$ cat config.mk
export PLATFORM = sky130hd
export DESIGN_NAME = diff_addr_gen
export DESIGN_NICKNAME = d
export VERILOG_FILES = /design/src/rtl/diff_addr_gen.sv
export SDC_FILE = /design/constraint.sdc
export NUM_CORES = 1
export LEC_CHECK = 0
export CORE_UTILIZATION = 35
export DETAILED_ROUTE_END_ITERATION = 6
export PLACE_DENSITY = 0.57
export SYNTH_ARGS = -nofsm -noshare
export SYNTH_HDL_FRONTEND = slang
export SYNTH_SLANG_ARGS = --single-unit
$ cat constraint.sdc
create_clock -name clk -period 2.1 [get_ports clk]
set_input_delay 0.21 -clock clk [delete_from_list [all_inputs] [get_ports clk]]
set_output_delay 0.21 -clock clk [all_outputs]
set_load 0.01 [all_outputs]
$ cat src/rtl/diff_addr_gen.sv
// diff_addr_gen: row-major (dx) / column-major (dy) address sequencer for the difference stages.
// Optional multi-frame sweeps: define DIFF_ADDR_FRAMES_EN to add the f_num port and frame counter.
module diff_addr_gen #(
  parameter int ADDR_W     = 8,
  parameter int COL_WIDTH  = 4,
  parameter int ROW_NUM    = 48,
  parameter int BASE       = 0,
  parameter int FRAMES_MAX = 4
) (
  input  logic              clk,
  input  logic              rst,
  input  logic              start,
  input  logic              mode,
  input  logic              en,
`ifdef DIFF_ADDR_FRAMES_EN
  input  logic [$clog2(FRAMES_MAX+1)-1:0] f_num,
`endif
  output logic              busy,
  output logic [ADDR_W-1:0] addr,
  output logic              addr_vld,
  output logic              diff_clr,
  output logic              line_last,
  output logic              done
);

  if (ADDR_W < 1 || COL_WIDTH < 1 || ROW_NUM < 1 || FRAMES_MAX < 1) begin : g_param_check
    $error("diff_addr_gen: ADDR_W, COL_WIDTH, ROW_NUM and FRAMES_MAX must all be >= 1");
  end

  localparam int CW = (COL_WIDTH > 1) ? $clog2(COL_WIDTH) : 1;
  localparam int RW = (ROW_NUM > 1) ? $clog2(ROW_NUM) : 1;
  localparam logic [CW-1:0] COL_MAX = CW'(COL_WIDTH - 1);
  localparam logic [RW-1:0] ROW_MAX = RW'(ROW_NUM - 1);

  localparam logic [1:0] ST_IDLE = 2'd0;
  localparam logic [1:0] ST_RUN  = 2'd1;
  localparam logic [1:0] ST_DONE = 2'd2;

  logic [1:0]        state_q, state_d;
  logic              mode_q, mode_d;
  logic [CW-1:0]     col_q, col_d;
  logic [RW-1:0]     row_q, row_d;
  logic [ADDR_W-1:0] addr_q, addr_d;
  logic              busy_q, busy_d;
  logic              vld_q, vld_d;
  logic              clr_q, clr_d;
  logic              last_q, last_d;
  logic              done_q, done_d;

  logic              col_first, col_last;
  logic              row_first, row_last;
  logic              frm_last;
  logic [31:0]       frm_base;
  logic [31:0]       idx;
  logic [ADDR_W-1:0] emit_addr;

`ifdef DIFF_ADDR_FRAMES_EN
  localparam int FW = (FRAMES_MAX > 1) ? $clog2(FRAMES_MAX) : 1;

  // frm_lim holds nframes-1, so f_num=0 and f_num=1 both give a single frame
  logic [FW-1:0] frm_q, frm_d;
  logic [FW-1:0] frm_lim_q, frm_lim_d;
  logic [FW-1:0] f_num_lim;

  always_comb begin
    if (f_num == '0) begin
      f_num_lim = '0;
    end else if (32'(f_num) > 32'(FRAMES_MAX)) begin
      f_num_lim = FW'(FRAMES_MAX - 1);
    end else begin
      f_num_lim = FW'(32'(f_num) - 32'd1);
    end
  end

  assign frm_last = (frm_q == frm_lim_q);
  assign frm_base = 32'(frm_q) * 32'(ROW_NUM * COL_WIDTH);
`else
  assign frm_last = 1'b1;
  assign frm_base = '0;
`endif

  assign col_first = (col_q == '0);
  assign col_last  = (col_q == COL_MAX);
  assign row_first = (row_q == '0);
  assign row_last  = (row_q == ROW_MAX);

  assign idx       = frm_base + 32'(row_q) * 32'(COL_WIDTH) + 32'(col_q);
  assign emit_addr = ADDR_W'(idx + 32'(BASE));

  // done_q marks the tail of the sweep; start is refused then so a restart waits one more cycle
  always_comb begin
    state_d = state_q;
    mode_d  = mode_q;
    col_d   = col_q;
    row_d   = row_q;
    addr_d  = addr_q;
    vld_d   = 1'b0;
    clr_d   = 1'b0;
    last_d  = 1'b0;
    done_d  = 1'b0;
`ifdef DIFF_ADDR_FRAMES_EN
    frm_d     = frm_q;
    frm_lim_d = frm_lim_q;
`endif

    case (state_q)
      ST_IDLE: begin
        if (start && !done_q) begin
          state_d = ST_RUN;
          mode_d  = mode;
          col_d   = '0;
          row_d   = '0;
`ifdef DIFF_ADDR_FRAMES_EN
          frm_d     = '0;
          frm_lim_d = f_num_lim;
`endif
        end
      end

      ST_RUN: begin
        if (en) begin
          addr_d = emit_addr;
          vld_d  = 1'b1;
          clr_d  = mode_q ? row_first : col_first;
          last_d = mode_q ? row_last  : col_last;

          if (!mode_q) begin
            col_d = col_last ? '0 : col_q + CW'(1);
            if (col_last) begin
              row_d = row_last ? '0 : row_q + RW'(1);
            end
          end else begin
            row_d = row_last ? '0 : row_q + RW'(1);
            if (row_last) begin
              col_d = col_last ? '0 : col_q + CW'(1);
            end
          end

          // Both orders finish a frame on the same corner (last column, last row)
          if (col_last && row_last) begin
            if (frm_last) begin
              state_d = ST_DONE;
            end
`ifdef DIFF_ADDR_FRAMES_EN
            else begin
              frm_d = frm_q + FW'(1);
            end
`endif
          end
        end
      end

      ST_DONE: begin
        state_d = ST_IDLE;
        done_d  = 1'b1;
      end

      default: begin
        state_d = ST_IDLE;
      end
    endcase
  end

  assign busy_d = (state_d != ST_IDLE) || (state_q == ST_DONE);

  always_ff @(posedge clk) begin
    if (rst) begin
      state_q <= ST_IDLE;
      mode_q  <= 1'b0;
      col_q   <= '0;
      row_q   <= '0;
      addr_q  <= '0;
      busy_q  <= 1'b0;
      vld_q   <= 1'b0;
      clr_q   <= 1'b0;
      last_q  <= 1'b0;
      done_q  <= 1'b0;
`ifdef DIFF_ADDR_FRAMES_EN
      frm_q     <= '0;
      frm_lim_q <= '0;
`endif
    end else begin
      state_q <= state_d;
      mode_q  <= mode_d;
      col_q   <= col_d;
      row_q   <= row_d;
      addr_q  <= addr_d;
      busy_q  <= busy_d;
      vld_q   <= vld_d;
      clr_q   <= clr_d;
      last_q  <= last_d;
      done_q  <= done_d;
`ifdef DIFF_ADDR_FRAMES_EN
      frm_q     <= frm_d;
      frm_lim_q <= frm_lim_d;
`endif
    end
  end

  assign busy      = busy_q;
  assign addr      = addr_q;
  assign addr_vld  = vld_q;
  assign diff_clr  = clr_q;
  assign line_last = last_q;
  assign done      = done_q;

endmodule
* Yosys cells after proc, flatten, opt, wreduce, memory -nomap -nowiden *
Cells that the tools add are included.

storage, ports and cells
  register bits = 24
  output and inout port bits = 13

operators by class
  $add $sub $neg = 3
  equal/unequal tests = 8
  mux-type cells = 20
  bitwise gates (word level) = 2
  reduce and logical (&&, ||, !) cells = 15

operator list
  cell                                                              number
  6-bit two-way mux                                                 5
  2-bit two-way mux                                                 8
  6-bit case mux with 2 select lines                                1
  8-bit by 2-bit adder with 8-bit output                            1
  2-bit case mux with 2 select lines                                2
  4-bit AND reduction                                               2
  6-bit by 1-bit adder with 6-bit output (second input constant)    1
  6-bit == test (second input constant)                             1
  6-bit logical NOT                                                 1
  3-bit != test (second input constant)                             2
  2-bit == test (second input constant)                             2
  2-bit logical NOT                                                 2
  1-bit two-way mux                                                 4
  2-bit != test (second input constant)                             2
  2-bit AND reduction                                               2
  2-bit nonzero test                                                2
  3-bit OR reduction                                                1
  2-bit by 1-bit adder with 2-bit output (second input constant)    1
  2-bit by 1-bit == test with 1-bit output (second input constant)  1
  1-bit logical AND                                                 2
  1-bit inverter                                                    2
  2-bit OR reduction                                                1
  1-bit logical NOT                                                 1
  1-bit logical OR                                                  1

* Logic depth before layout (Yosys ltp) *
Gate-level depths: netlist of the first run.

  word-level depth = 7
  mapped depth = 6
  depth with buffers taken out = 6

* Least setup slack after synthesis of the first run *
OpenSTA, ideal clock, no wires.

  path kind = reg2reg
  start = register state_q[0]
  end = register row_q[5]
  arrival time = 1.414 ns
  setup slack = 0.611 ns
  stages on the path, launching flop included = 6
  buffers on the path = 1
  cell sequence = dfxtp_1 -> buf_6 -> nor4b_4 -> o21ai_2 -> or4_1 -> a31oi_1

on the way
  longest elaborated chain between the ends = 3
  elaborated cells on any way between the ends = 8
  classes of those cells = eq/ne (4); mux (1); reduce/logical (3)

ends and longest elaborated chain
  what                                                                                  line  text
  start: declaration                                                                    39    logic [1:0] state_q, state_d;
  start signal: assignment                                                              183   state_q <= state_d;
  2-bit by 1-bit == test with 1-bit output / 2-bit logical NOT (equally long branches)  106   case (state_q)
  3-bit != test (no line) (tied with other cells)                                       n/a
  4-bit AND reduction (no line)                                                         n/a
  end signal: assignment                                                                186   row_q <= row_d;
  end: declaration                                                                      42    logic [RW-1:0] row_q, row_d;

Several ways; a longest one is shown, not always the timed one.
A chain may end at the register's enable or synchronous reset.

* Worst setup path after layout of the first run *
Ends and elaborated chain as after synthesis.

==> flow_summary.json, run 1 <==
{
  "status": "finished, final reports clean",
  "synth_most_common_cell": "dfxtp_1",
  "row_count": 20,
  "cts_tree": "done",
  "fin_crit_sh_pct": 80.4,
  "antenna_cells": 0,
  "synth_area_sq_um": 1150,
  "fp.coreArea_sq_um": 3080,
  "grt_antenna_before_repair": 0,
  "ys_warn_count": 0,
  "worstPathMaxFanout": 10,
  "reg2reg_to": "row_q[5]",
  "grt_max_degree": 15,
  "tightest_slew_ns": 0.419,
  "globalplace.congestion": 0.791,
  "path_clk_slew_ns": 0.14,
  "reg2reg_depth": 4,
  "grt_pass1_wl_mm": 4.06,
  "utilization_pct": 45.4,
  "synthArstFlopShare_pct": 0,
  "via_count": 957,
  "synth_area_per_cell_sq_um": 8.80,
  "areaGrowthSynthToFinish_pct": 21.4,
  "p_leak_nw": 0.489,
  "required_ns": 2.36,
  "synth_area_leaders": "dfxtp_1 (42%), a21oi_1 (5.6%), nor2_1 (5.5%)",
  "final_max_slew_viol_count": 0,
  "die_y_microns": 59.4,
  "die_area_sq_um": 3530,
  "arrival_ns": 1.95,
  "rsz0062_at_grt": "no",
  "cts_sinks": 24,
  "clock_skew_ns": 0.00843,
  "hold_violations": 0,
  "cts.path.max_buffers": 2,
  "crit_type": "register to register",
  "die_x_microns": 59.4,
  "grt_remaining_overflow": 0,
  "yosys.area.top_type": "dfxtp_1",
  "cts_buffers": 3,
  "gr-usage-all-layers_pct": 15.3,
  "final_area_sq_um": 1400,
  "hold_path_class": "input port to register",
  "ys_ff_latch": 24,
  "wl_per_cell_microns": 12.4,
  "tns_ns": 0,
  "synth.top_cell.area_share_pct": 41.7,
  "start_util_pct": 37.4,
  "max_freq_mhz": 592,
  "min_path_cells": 3,
  "min_period_ns": 1.69,
  "slew_headroom_pct": 71.9,
  "start_kind": "register",
  "post_cts_buffers": 0,
  "synthTopCellsByCount": "dfxtp_1 (24), nor2_1 (17), a21oi_1 (13)",
  "detailedPlace.worstSlack_ns": 0.256,
  "grt_pass1_vias": 929,
  "cts_hold_buffers": 0,
  "synth_top_flop_cell": "dfxtp_1",
  "ios": 18,
  "synthCells": 131,
  "reg2reg_from": "state_q[0]",
  "cts-resized-gates": 0,
  "clock-root-buffer": "clkbuf_4",
  "rrSetupSlack_ns": 0.41,
  "cp-end-kind": "register",
  "ys_seq_area_share_pct": 41.7,
  "dpl.hpwl_mm": 1.78,
  "ir_worst_vdd_mv": 0.323,
  "ant_nets": 0,
  "place_area_sq_um": 1350,
  "maxCapViolCount": 0,
  "clock_latency_ns": 0.32,
  "final_nets": 159,
  "drt-pass1-iter-count": 4,
  "htreeDepth": 1,
  "setup_slack_ns": 0.412,
  "io_buffers": 17,
  "hold_start": "mode",
  "synth_nets": 140,
  "hold_end": "mode_q",
  "drc": 0,
  "drtIter0Drc": 17,
  "wl_mm": 2.39,
  "power.density_nw_per_um2": 654,
  "synth_edf_count": 0,
  "fillers": 319,
  "viasPerCell": 4.96,
  "drive_gt1_share_pct": 10.7,
  "setup_violations": 0,
  "synth_cell_types": 36
}
## worst max-delay path: stages, from the launching register on
cell     delay, ns
dfxtp_1       0.57
and3b_1       0.31
o21ai_2       0.12
or4_1         0.47
a31oi_1       0.16
## registers in the layout, summed over array words and instances (netlist names)
name and flops:
col_q 2, mode_q 1, addr 8, busy 1, line_last 1, state_q 2, diff_clr 1, done 1
addr_vld 1, row_q 6
## routing by layer
layer / wire length, microns / up-vias / global-route usage [%] / part of all wire (%)
met5: 0 / - / 0 / 0
met2: 1110 / 23 / 26.2 / 46
li1: - / 492 / - / -
met4: 17 / 0 / 6.12 / 0.71
met1: 1150 / 440 / 19.0 / 48
met3: 113 / 2 / 2.84 / 4.7
## placed cells by master (no fill, tap or decap), types with 2 or more instances in the layout
cell type / instances
mux2i_1: 3
buf_4: 4
nand2_1: 11
a21oi_1: 13
nor2_1: 17
nand3_1: 5
inv_1: 6
ha_1: 4
or3_1: 2
nor2b_1: 2
o21ai_0: 4
a211oi_1: 2
dfxtp_1: 24
nand2b_1: 3
or4_1: 2
nor3_1: 6
clkdlybuf4s50_1: 17
o32ai_1: 2
clkbuf_4: 3
o31ai_1: 2
## layout make-up
class / instances / area (sq um) / area share (%)
multi-input cells: 94 / 588 / 42.0
well taps: 44 / 55.1 / 3.94
flip-flops and latches: 24 / 480 / 34.3
repair buffers: 21 / 200 / 14.3
inverters: 6 / 22.5 / 1.61
clock buffers: 3 / 22.5 / 1.61
clock inverters: 1 / 30.0 / 2.15
## where the power goes
part           switching (W)  internal (W)  leakage (nW)  total [W]
sequential        0.00000970      0.000464         0.194   0.000474
clock               0.000147      0.000193        0.0279   0.000340
combinational      0.0000549     0.0000460         0.266   0.000101
total               0.000211      0.000703         0.489   0.000915
## metrics by stage
step / cells / hold slack [ns] / power, W
2_1_floorplan: 131 / 0.341 / 0.000558
3_3_place_gp: 189 / 0.445 / 0.000584
3_5_place_dp: 189 / 0.447 / 0.000585
4_1_cts: 193 / 0.411 / 0.000925
5_1_grt: 193 / 0.450 / 0.000950
6_report: 193 / 0.423 / 0.000915
## how the worst max path moves through the flow
stage | startpoint | end | depth (start not counted)
after floorplan | state_q[0] | row_q[5] | 5
after global placement | en | row_q[5] | 5
after detailed placement | en | row_q[5] | 5
after CTS | state_q[0] | row_q[5] | 4
after global routing | state_q[0] | row_q[5] | 4
final | state_q[0] | row_q[5] | 4
## cell families after synthesis
| logic type | count (synthesis) | share of synthesized area, % |
|---|---|---|
| compound gates | 28 | 15.9 |
| fa+ha+maj | 4 | 4.34 |
| buf+inv | 13 | 7.27 |
| flops | 24 | 41.7 |
| mux | 3 | 2.61 |
| simple gates | 59 | 28.2 |
No activity file was read; power rests on OpenSTA's default activity.
==> inputs of run 2 (changes only) <==
--- a/config.mk
+++ b/config.mk
@@ -7,7 +7,7 @@
 export LEC_CHECK = 0
 export CORE_UTILIZATION = 35
 export DETAILED_ROUTE_END_ITERATION = 6
-export PLACE_DENSITY = 0.57
+export PLACE_DENSITY = 0.59
 export SYNTH_ARGS = -nofsm -noshare
 export SYNTH_HDL_FRONTEND = slang
 export SYNTH_SLANG_ARGS = --single-unit
==> constraint.sdc (replaced) <==
create_clock -name clk -period 1.41 [get_ports clk]
set_input_delay 0.141 -clock clk [delete_from_list [all_inputs] [get_ports clk]]
set_output_delay 0.141 -clock clk [all_outputs]
set_load 0.01 [all_outputs]
==> flow_summary.json, run 2 (synthesis results as in run 1) <==
{
  "place_area_sq_um": 1550,
  "ir_worst_vdd_mv": 0.276,
  "fillers": 296,
  "crit_type": "register to register",
  "grt_pass1_vias": 1086,
  "wl_per_cell_microns": 12.4,
  "grt_remaining_overflow": 0,
  "cts.path.max_buffers": 2,
  "areaGrowthSynthToFinish_pct": 47.1,
  "slew_headroom_pct": 73.6,
  "fin_crit_sh_pct": 109,
  "gr-usage-all-layers_pct": 17.6,
  "status": "finished with violations",
  "min_period_ns": 1.54,
  "dpl.hpwl_mm": 2.02,
  "final_max_slew_viol_count": 0,
  "use_met3_pct": 2.84,
  "ios": 18,
  "hold_start": "mode",
  "clock-root-buffer": "clkbuf_4",
  "maxCapViolCount": 0,
  "cts_sinks": 24,
  "drt-pass1-iter-count": 4,
  "viasPerCell": 4.77,
  "setup_violations": 8,
  "p_leak_nw": 0.706,
  "rsz0062_at_grt": "yes",
  "cts_tree": "done",
  "htreeDepth": 1,
  "reg2reg_depth": 4,
  "row_count": 20,
  "drtIter0Drc": 19,
  "final_common_cell": "buf_4",
  "io_buffers": 17,
  "power.density_nw_per_um2": 759,
  "globalplace.congestion": 0.818,
  "grt_max_degree": 19,
  "utilization_pct": 55.1,
  "clock_skew_ns": 0.00671,
  "final_nets": 188,
  "worstPathMaxFanout": 7,
  "die_area_sq_um": 3530,
  "hold_path_class": "input port to register",
  "min_path_cells": 3,
  "rrSetupSlack_ns": -0.13,
  "fp.coreArea_sq_um": 3080,
  "met2_usage_pct": 30.5,
  "start_kind": "register",
  "arrival_ns": 1.79,
  "failed_checks": "negative setup slack",
  "hold_end": "mode_q",
  "largest_reg_flops": 8,
  "hold_violations": 0,
  "clock_latency_ns": 0.31,
  "path_clk_slew_ns": 0.14,
  "max_freq_mhz": 648,
  "final_area_sq_um": 1700,
  "busiest_layer": "met2",
  "cts_buffers": 3,
  "grt_use_met1_pct": 22.7,
  "drc": 0,
  "drive_gt1_share_pct": 36.5,
  "grt_antenna_before_repair": 0,
  "tns_ns": -0.484,
  "reg2reg_to": "row_q[5]",
  "ant_nets": 0,
  "setup_slack_ns": -0.133,
  "grt_pass1_wl_mm": 4.72,
  "via_count": 1059,
  "reg2reg_from": "state_q[1]",
  "start_util_pct": 37.4,
  "cp-end-kind": "register",
  "final_cell_mix": "buf_4 (32), dfxtp_1 (17), nor2_1 (16)",
  "required_ns": 1.66,
  "die_x_microns": 59.4,
  "wl_mm": 2.76,
  "antenna_cells": 0,
  "die_y_microns": 59.4,
  "tightest_slew_ns": 0.395
}
## run 2: cell types whose count changed in the layout (fill, tap and decap cells not counted), moves of 2 or more
cell,previous run,this run
clkdlybuf4s50_1,17,13
dfxtp_4,0,4
dfxtp_2,0,3
buf_4,4,32
or4_4,0,2
dfxtp_1,24,17
or4_1,2,0
ha_1,4,2
dlymetal6s2s_1,0,3
## run 2: metal layers
metal	vias up	routed length, microns
li1	552	-
met1	499	1260
met2	8	1450
met3	0	46
met4	0	0
met5	-	0
## run 2: cell type report
type,instances,area [sq um],area share [%]
well taps,44,55.1,3.25
clock buffers,4,36.3,2.14
repair buffers,50,428,25.2
flip-flops and latches,24,499,29.4
inverters,6,22.5,1.33
multi-input cells,94,654,38.6
## run 2: stage by stage
step	instances	hold slack (ns)	total power, W	worst slack, ns
after CTS	223	0.357	0.00129	-0.0974
after global placement	214	0.446	0.000910	-0.241
final	222	0.361	0.00129	-0.133
after global routing	222	0.358	0.00137	-0.202
after detailed placement	214	0.447	0.000914	-0.286
after floorplan	131	0.264	0.000836	-0.0297
## run 2: worst max path at each step
stage | from | to | slack [ns] | cells past startpoint
after detailed placement | start | row_q[3] | -0.29 | 5
after global placement | start | row_q[4] | -0.24 | 5
final | state_q[1] | row_q[5] | -0.13 | 4
after global routing | state_q[0] | row_q[2] | -0.20 | 4
after floorplan | state_q[0] | row_q[2] | -0.03 | 5
after CTS | state_q[0] | row_q[4] | -0.1 | 4
## run 2: repair_timing
item	in CTS	in global routing
endpoints found under the setup margin	9	13
resized for setup	13	16
hold buffers	0	0
pin swaps	8	4
hold endpoints to repair	0	0
setup buffers	5	0
## run 2: worst max-delay path, cell delays in order, from the launching register on
cell and delay (ns):
dfxtp_4 0.40, nor4b_4 0.43, o21ai_4 0.10, or4_4 0.42
a31oi_1 0.13
## run 2: power breakdown
| part | internal [W] | leakage, nW | switching [W] |
|---|---|---|---|
| clock | 0.000158 | 0.0210 | 0.000209 |
| sequential | 0.000687 | 0.199 | 0.0000127 |
| combinational | 0.000116 | 0.486 | 0.000104 |
==> inputs of run 3 (changes only) <==
--- a/config.mk
+++ b/config.mk
@@ -5,9 +5,10 @@
 export SDC_FILE = /design/constraint.sdc
 export NUM_CORES = 1
 export LEC_CHECK = 0
-export CORE_UTILIZATION = 35
+export CORE_UTILIZATION = 47
 export DETAILED_ROUTE_END_ITERATION = 6
-export PLACE_DENSITY = 0.59
+export HOLD_SLACK_MARGIN = 0.06
+export PLACE_DENSITY = 0.75
 export SYNTH_ARGS = -nofsm -noshare
 export SYNTH_HDL_FRONTEND = slang
 export SYNTH_SLANG_ARGS = --single-unit
==> flow_summary.json, run 3 (synthesis results as in run 1) <==
{
  "maxCapViolCount": 0,
  "die_y_microns": 51.5,
  "die_x_microns": 51.5,
  "dpl.hpwl_mm": 2.17,
  "cts.path.max_buffers": 2,
  "tightest_slew_ns": 0.324,
  "row_count": 17,
  "intPower_w": 0.00110,
  "p_seq_share_pct": 48.6,
  "fp.coreArea_sq_um": 2250,
  "drt-pass1-iter-count": 4,
  "hold_violations": 0,
  "hold_start": "mode",
  "die_area_sq_um": 2650,
  "final_max_slew_viol_count": 0,
  "place_area_sq_um": 1510,
  "cts_buffers": 3,
  "fillers": 158,
  "p_leak_nw": 0.661,
  "grt_pass1_wl_mm": 5.18,
  "setup_slack_ns": -0.144,
  "final_cell_mix": "buf_4 (32), nor2_1 (17), clkdlybuf4s50_1 (16)",
  "gr-usage-all-layers_pct": 26.7,
  "slew_headroom_pct": 78.3,
  "swShare_pct": 23.6,
  "io_buffers": 17,
  "clock_latency_ns": 0.32,
  "final_nets": 189,
  "combPwrFrac_pct": 16.8,
  "p_sw_w": 0.000341,
  "cts_tree": "done",
  "largest_reg_flops": 8,
  "status": "finished with violations",
  "placed_cells": 195,
  "drtIter0Drc": 32,
  "arrival_ns": 1.80,
  "grt_remaining_overflow": 0,
  "reg2reg_from": "state_q[0]",
  "failed_checks": "negative setup slack",
  "clockPowerShare_pct": 34.6,
  "hold_end": "mode_q",
  "globalplace.congestion": 0.900,
  "setup_violations": 8,
  "finalNonFillerCells": 207,
  "ant_nets": 0,
  "drc": 0,
  "grt_max_degree": 15,
  "start_util_pct": 51.1,
  "final_area_sq_um": 1710,
  "areaGrowthSynthToFinish_pct": 48.6,
  "max_freq_mhz": 643,
  "crit_type": "register to register",
  "start_kind": "register",
  "via_count": 1164,
  "wl_mm": 3.26,
  "viasPerCell": 5.62,
  "reg2reg_depth": 4,
  "drive_gt1_share_pct": 39.1,
  "wl_per_cell_microns": 15.7,
  "clock-root-buffer": "clkbuf_4",
  "rsz0062_at_grt": "yes",
  "fin_crit_sh_pct": 110,
  "clock_skew_ns": 0.00851,
  "final_common_cell": "buf_4",
  "hold_path_class": "input port to register",
  "grt_pass1_vias": 1162,
  "htreeDepth": 1,
  "power.density_nw_per_um2": 844,
  "min_period_ns": 1.55,
  "cp-end-kind": "register",
  "cts_sinks": 24,
  "ir_worst_vdd_mv": 0.658,
  "worstPathMaxFanout": 5,
  "cts_hold_buffers": 0,
  "rrSetupSlack_ns": -0.14,
  "path_clk_slew_ns": 0.13,
  "reg2reg_to": "row_q[4]",
  "grt_antenna_before_repair": 0,
  "min_path_cells": 3,
  "required_ns": 1.66,
  "antenna_cells": 0,
  "ios": 18
}
-- run 3: through the flow --
| stage | power (W) | setup slack, ns | TNS [ns] | util [%] | hold WS [ns] |
|---|---|---|---|---|---|
| 3_5_place_dp | 0.000916 | -0.302 | -2.10 | 66.8 | 0.472 |
| 5_1_grt | 0.00150 | -0.161 | -1.06 | 76.0 | 0.420 |
| 2_1_floorplan | 0.000836 | -0.0297 | -0.0885 | - | 0.264 |
| 6_report | 0.00144 | -0.144 | -0.664 | 76.0 | 0.413 |
| 4_1_cts | 0.00143 | -0.0845 | -0.536 | 74.0 | 0.413 |
| 3_3_place_gp | 0.000908 | -0.246 | -1.68 | 66.8 | 0.445 |
-- run 3: repair_timing --
item,4_1_cts,5_1_grt
gates resized for setup,19,14
buffers inserted,7,1
pin swaps,9,3
setup endpoints to repair,9,12
-- run 3: power groups by stage --
stage	Combinational, W	Sequential [W]	Clock (W)
2_1_floorplan	0.000120	0.000716	0
3_3_place_gp	0.000190	0.000719	0
3_5_place_dp	0.000197	0.000719	0
4_1_cts	0.000224	0.000704	0.000505
5_1_grt	0.000262	0.000703	0.000534
6_report	0.000243	0.000702	0.000500
-- run 3: worst max-delay path by stage --
stage	from	endpoint	slack, ns
after floorplan	state_q[0]	row_q[2]	-0.03
after global placement	start	row_q[4]	-0.25
after detailed placement	start	row_q[4]	-0.30
after CTS	state_q[0]	row_q[1]	-0.08
after global routing	row_q[0]	col_q[1]	-0.16
final	state_q[0]	row_q[4]	-0.14
-- run 3: cell type report --
class	count	area, sq um	share of cell area [%]
well taps	28	35.0	2.05
clock buffers	3	22.5	1.31
flip-flops and latches	24	502	29.3
multi-input cells	94	676	39.4
inverters	6	22.5	1.31
repair buffers	51	425	24.8
clock inverters	1	30.0	1.75
-- run 3: per-layer routing --
layer  GRT usage [%]  routed length [microns]  vias up
met4            12.6                       70        0
met1            29.7                     1350      560
li1                -                        -      554
met5               0                        0        -
met3            4.09                      130       10
met2            49.1                     1710       40
-- run 3: worst max-delay path, stage by stage, from the launching register on --
cell	delay (ns)
dfxtp_4	0.39
or4b_4	0.55
a21boi_4	0.23
nand4_1	0.14
a21oi_1	0.17
==> edit 1, RTL diff (flow settings as in run 3) <==
Add an input register stage for `start`, `mode` and `en`, cleared by the reset; this delays them by one clock. Comments in the files are not updated.
--- a/src/rtl/diff_addr_gen.sv
+++ b/src/rtl/diff_addr_gen.sv
@@ -23,6 +23,22 @@
   output logic              done
 );
 
+  logic start_q;
+  logic mode_r;
+  logic en_q;
+
+  always_ff @(posedge clk) begin
+    if (rst) begin
+      start_q <= '0;
+      mode_r  <= '0;
+      en_q    <= '0;
+    end else begin
+      start_q <= start;
+      mode_r  <= mode;
+      en_q    <= en;
+    end
+  end
+
   if (ADDR_W < 1 || COL_WIDTH < 1 || ROW_NUM < 1 || FRAMES_MAX < 1) begin : g_param_check
     $error("diff_addr_gen: ADDR_W, COL_WIDTH, ROW_NUM and FRAMES_MAX must all be >= 1");
   end
@@ -105,9 +121,9 @@
 
     case (state_q)
       ST_IDLE: begin
-        if (start && !done_q) begin
+        if (start_q && !done_q) begin
           state_d = ST_RUN;
-          mode_d  = mode;
+          mode_d  = mode_r;
           col_d   = '0;
           row_d   = '0;
 `ifdef DIFF_ADDR_FRAMES_EN
@@ -118,7 +134,7 @@
       end
 
       ST_RUN: begin
-        if (en) begin
+        if (en_q) begin
           addr_d = emit_addr;
           vld_d  = 1'b1;
           clr_d  = mode_q ? row_first : col_first;
Formal check against the unedited RTL: not equivalent (Yosys sat finds a counterexample within 4 cycles, from zero or initial values and one cycle with rst high).
==> edit 1 against run 3 <==
- the flow still finishes with violations (negative setup slack)
- largest cell class unchanged
- area after synthesis grew 2.0%
- worst setup slack got worse by 0.024 ns
- highest routed layer unchanged
- sequential cell count is 3 higher
- first-iteration DRC count down 25%
- design area barely moved
- non-clock buffer count down 4
- power decreased by 11%
- routed wire length down 3.7%
==> edit 1: results <==
export IMPL_status="finished, violations left"
export IMPL_violations="negative setup slack"
export IMPL_power_clock_uw=345
export IMPL_met1_usage_pct=32.0
export IMPL_dp_hpwl_um=2060
export IMPL_layout_drive_gt1_share_pct=32.2
export IMPL_finalWorstSetupSlack_ns=-0.168
export IMPL_holdPathStages=2
export IMPL_wl_met1_um=1420
export IMPL_use_met2_pct=46.4
export IMPL_via_per_inst=5.49
export IMPL_setup_viol=6
export IMPL_routedWlPerCell_um=15.3
export IMPL_cts_setup_buffers=4
export IMPL_cp_max_fo=6
export IMPL_p_leak_uw=0.000769
export IMPL_vdd_drop_max_v=0.000976
export IMPL_cp_arrival_ns=1.85
export IMPL_fin_cells=205
export IMPL_cts_resized=20
export IMPL_synth_top_cells_by_area="dfxtp_1, nand2_1, a21oi_1"
export IMPL_fin_nets=187
export IMPL_intPower_uw=965
export IMPL_place_area_um2=1520
export IMPL_max_slew_margin_pct=73.8
export IMPL_dr_wl_met2_um=1540
export IMPL_fin_skew_ns=0.00472
-- edit 1: changes by cell type after synthesis, moves of 3 or more --
cell / change
dfxtp_1: +3
nand2_1: +11
nand3_1: +3
nor2_1: -15
nor2b_1: +3
-- edit 1: per-stage QoR --
step	TNS [ns]	power, uW
after floorplan	-0.378	867
after global placement	-0.407	923
after global routing	-0.970	1340
after detailed placement	-0.800	928
after CTS	-0.475	1280
final	-0.595	1290
-- edit 1: cell type report --
class | instances | area, um^2
multi-input combinational | 94 | 661
fill | 140 | 562
sequential | 27 | 554
timing repair buffer | 47 | 419
tap | 28 | 35.0
clock buffer | 4 | 26.3
inverter | 5 | 18.8
-- edit 1: worst max-delay path: stages (launching register included) --
cell	delay [ns]
dfxtp_4	0.39
nor4b_4	0.39
o21ai_4	0.10
or4_4	0.42
a211oi_2	0.22
-- edit 1: logic make-up after synthesis --
family	synth area share, %
simple gates	28.4
mux	0.852
buf+inv	5.22
flops	46.0
fa+ha+maj	4.26
xor+xnor	0.746
compound gates	14.5
==> edit 2, RTL diff (flow settings as in run 3) <==
Made on the original files. The parameter `COL_WIDTH` goes from 4 to 8.
--- a/src/rtl/diff_addr_gen.sv
+++ b/src/rtl/diff_addr_gen.sv
@@ -2,7 +2,7 @@
 // Optional multi-frame sweeps: define DIFF_ADDR_FRAMES_EN to add the f_num port and frame counter.
 module diff_addr_gen #(
   parameter int ADDR_W     = 8,
-  parameter int COL_WIDTH  = 4,
+  parameter int COL_WIDTH  = 8,
   parameter int ROW_NUM    = 48,
   parameter int BASE       = 0,
   parameter int FRAMES_MAX = 4
Check against the original RTL: not equivalent (Yosys sat finds a counterexample within 4 cycles, from zero or initial values and one cycle with rst high).
==> edit 2 against run 3 <==
- the run still ends with negative setup slack left
- worst setup slack worse by 0.19 ns
- power fell by 11%
- via count up 5.0%
- design area is 6.9% higher
- routed wire length up 7.6%
- area after synthesis up 3.3%
- global-route usage down 0.93 points
- hold slack worse by 0.055 ns
- sequential cell count increased by 1
- sequential share of layout area fell by 1.2 points
- count of clock-buffer cells in the layout stayed put
- largest cell class unchanged
- highest routed layer unchanged
==> edit 2: results <==
export IMPL_status="finished, violations left"
export IMPL_violations="negative setup slack"
export IMPL_wl_met1_um=1470
export IMPL_dp_hpwl_um=2220
export IMPL_ys_types=38
export IMPL_via_per_inst=5.79
export IMPL_setup_viol=14
export IMPL_cp_arrival_ns=1.97
export IMPL_hp_class="in -> reg"
export IMPL_fillers=144
export IMPL_drt_wl_total_um=3510
export IMPL_grt_total_usage_pct=25.8
export IMPL_synth_common_cells="dfxtp_1, a21oi_1, nand2_1, nor2_1"
export IMPL_grt_pass1_vias=1189
export IMPL_portBuffers=17
export IMPL_synth_compound_area_share_pct=16.4
export IMPL_met1_usage_pct=30.8
export IMPL_min_delay_start="mode"
export IMPL_ys_seq_area_share_pct=42.1
export IMPL_critPathMaxStageDelay_ns=0.59
export IMPL_wl_met3_um=216
export IMPL_pre_cts_ws_ns=-0.347
export IMPL_synth_top_cells_by_area="dfxtp_1, a21oi_1, ha_1"
export IMPL_use_met2_pct=44.1
export IMPL_layout_drive_gt1_share_pct=39.3
export IMPL_synth_nets=144
export IMPL_dp_cells=198
export IMPL_finalWorstSetupSlack_ns=-0.331
export IMPL_grt_pass1_wl_um=5150
export IMPL_synth_adder_area_share_pct=5.26
export IMPL_grt_util_met3_pct=3.48
export IMPL_p_leak_uw=0.000769
export IMPL_drtIter0Drc=31
export IMPL_clockBufferDepth=2
export IMPL_clkSlewWorstSetupHoldPaths_ns=0.14
export IMPL_fin_skew_ns=0.00459
export IMPL_dr_wl_met2_um=1720
export IMPL_place_area_um2=1590
export IMPL_routedWlPerCell_um=16.6
export IMPL_ys_warn_count=0
export IMPL_design_area_um2=1830
export IMPL_cp_max_fo=4
export IMPL_tns_ns=-1.84
export IMPL_vdd_drop_max_v=0.000484
export IMPL_fin_nets=194
export IMPL_synthMuxAreaShare_pct=3.36
export IMPL_cts_resized=19
export IMPL_startpoint="state_q[1]"
export IMPL_gp_congestion=0.908
export IMPL_max_slew_margin_pct=71.9
export IMPL_synth_avg_cell_area_um2=8.88
==> edit 2: path summary, 6_finish.rpt <==
path / to / slack [ns] / cells past startpoint
worst max-delay path: row_q[0] / -0.33 / 6
worst min-delay path: mode_q / 0.36 / 3
worst max register to register: row_q[0] / -0.33 / 6
worst min register to register: addr[2] / 0.47 / 2
==> edit 2: power by group <==
| group | internal [uW] | switching, uW | total, uW |
|---|---|---|---|
| Combinational | 126 | 113 | 239 |
| Sequential | 718 | 13.0 | 731 |
| Clock | 106 | 214 | 320 |
==> edit 2: area by class of cell <==
cell class / instances / area share (%)
Multi-Input combinational cell: 97 / 40.6
Clock inverter: 1 / 0.273
Sequential cell: 25 / 28.1
Inverter: 6 / 1.23
Tap cell: 28 / 1.91
Clock buffer: 3 / 1.23
Timing Repair Buffer: 51 / 26.7
==> edit 2: critical path: cells and delay by family, from the launching register on <==
kind            cells  cell delay, ns
simple gates        2            0.63
flops               1            0.40
compound gates      2            0.39
buf+inv             2            0.23
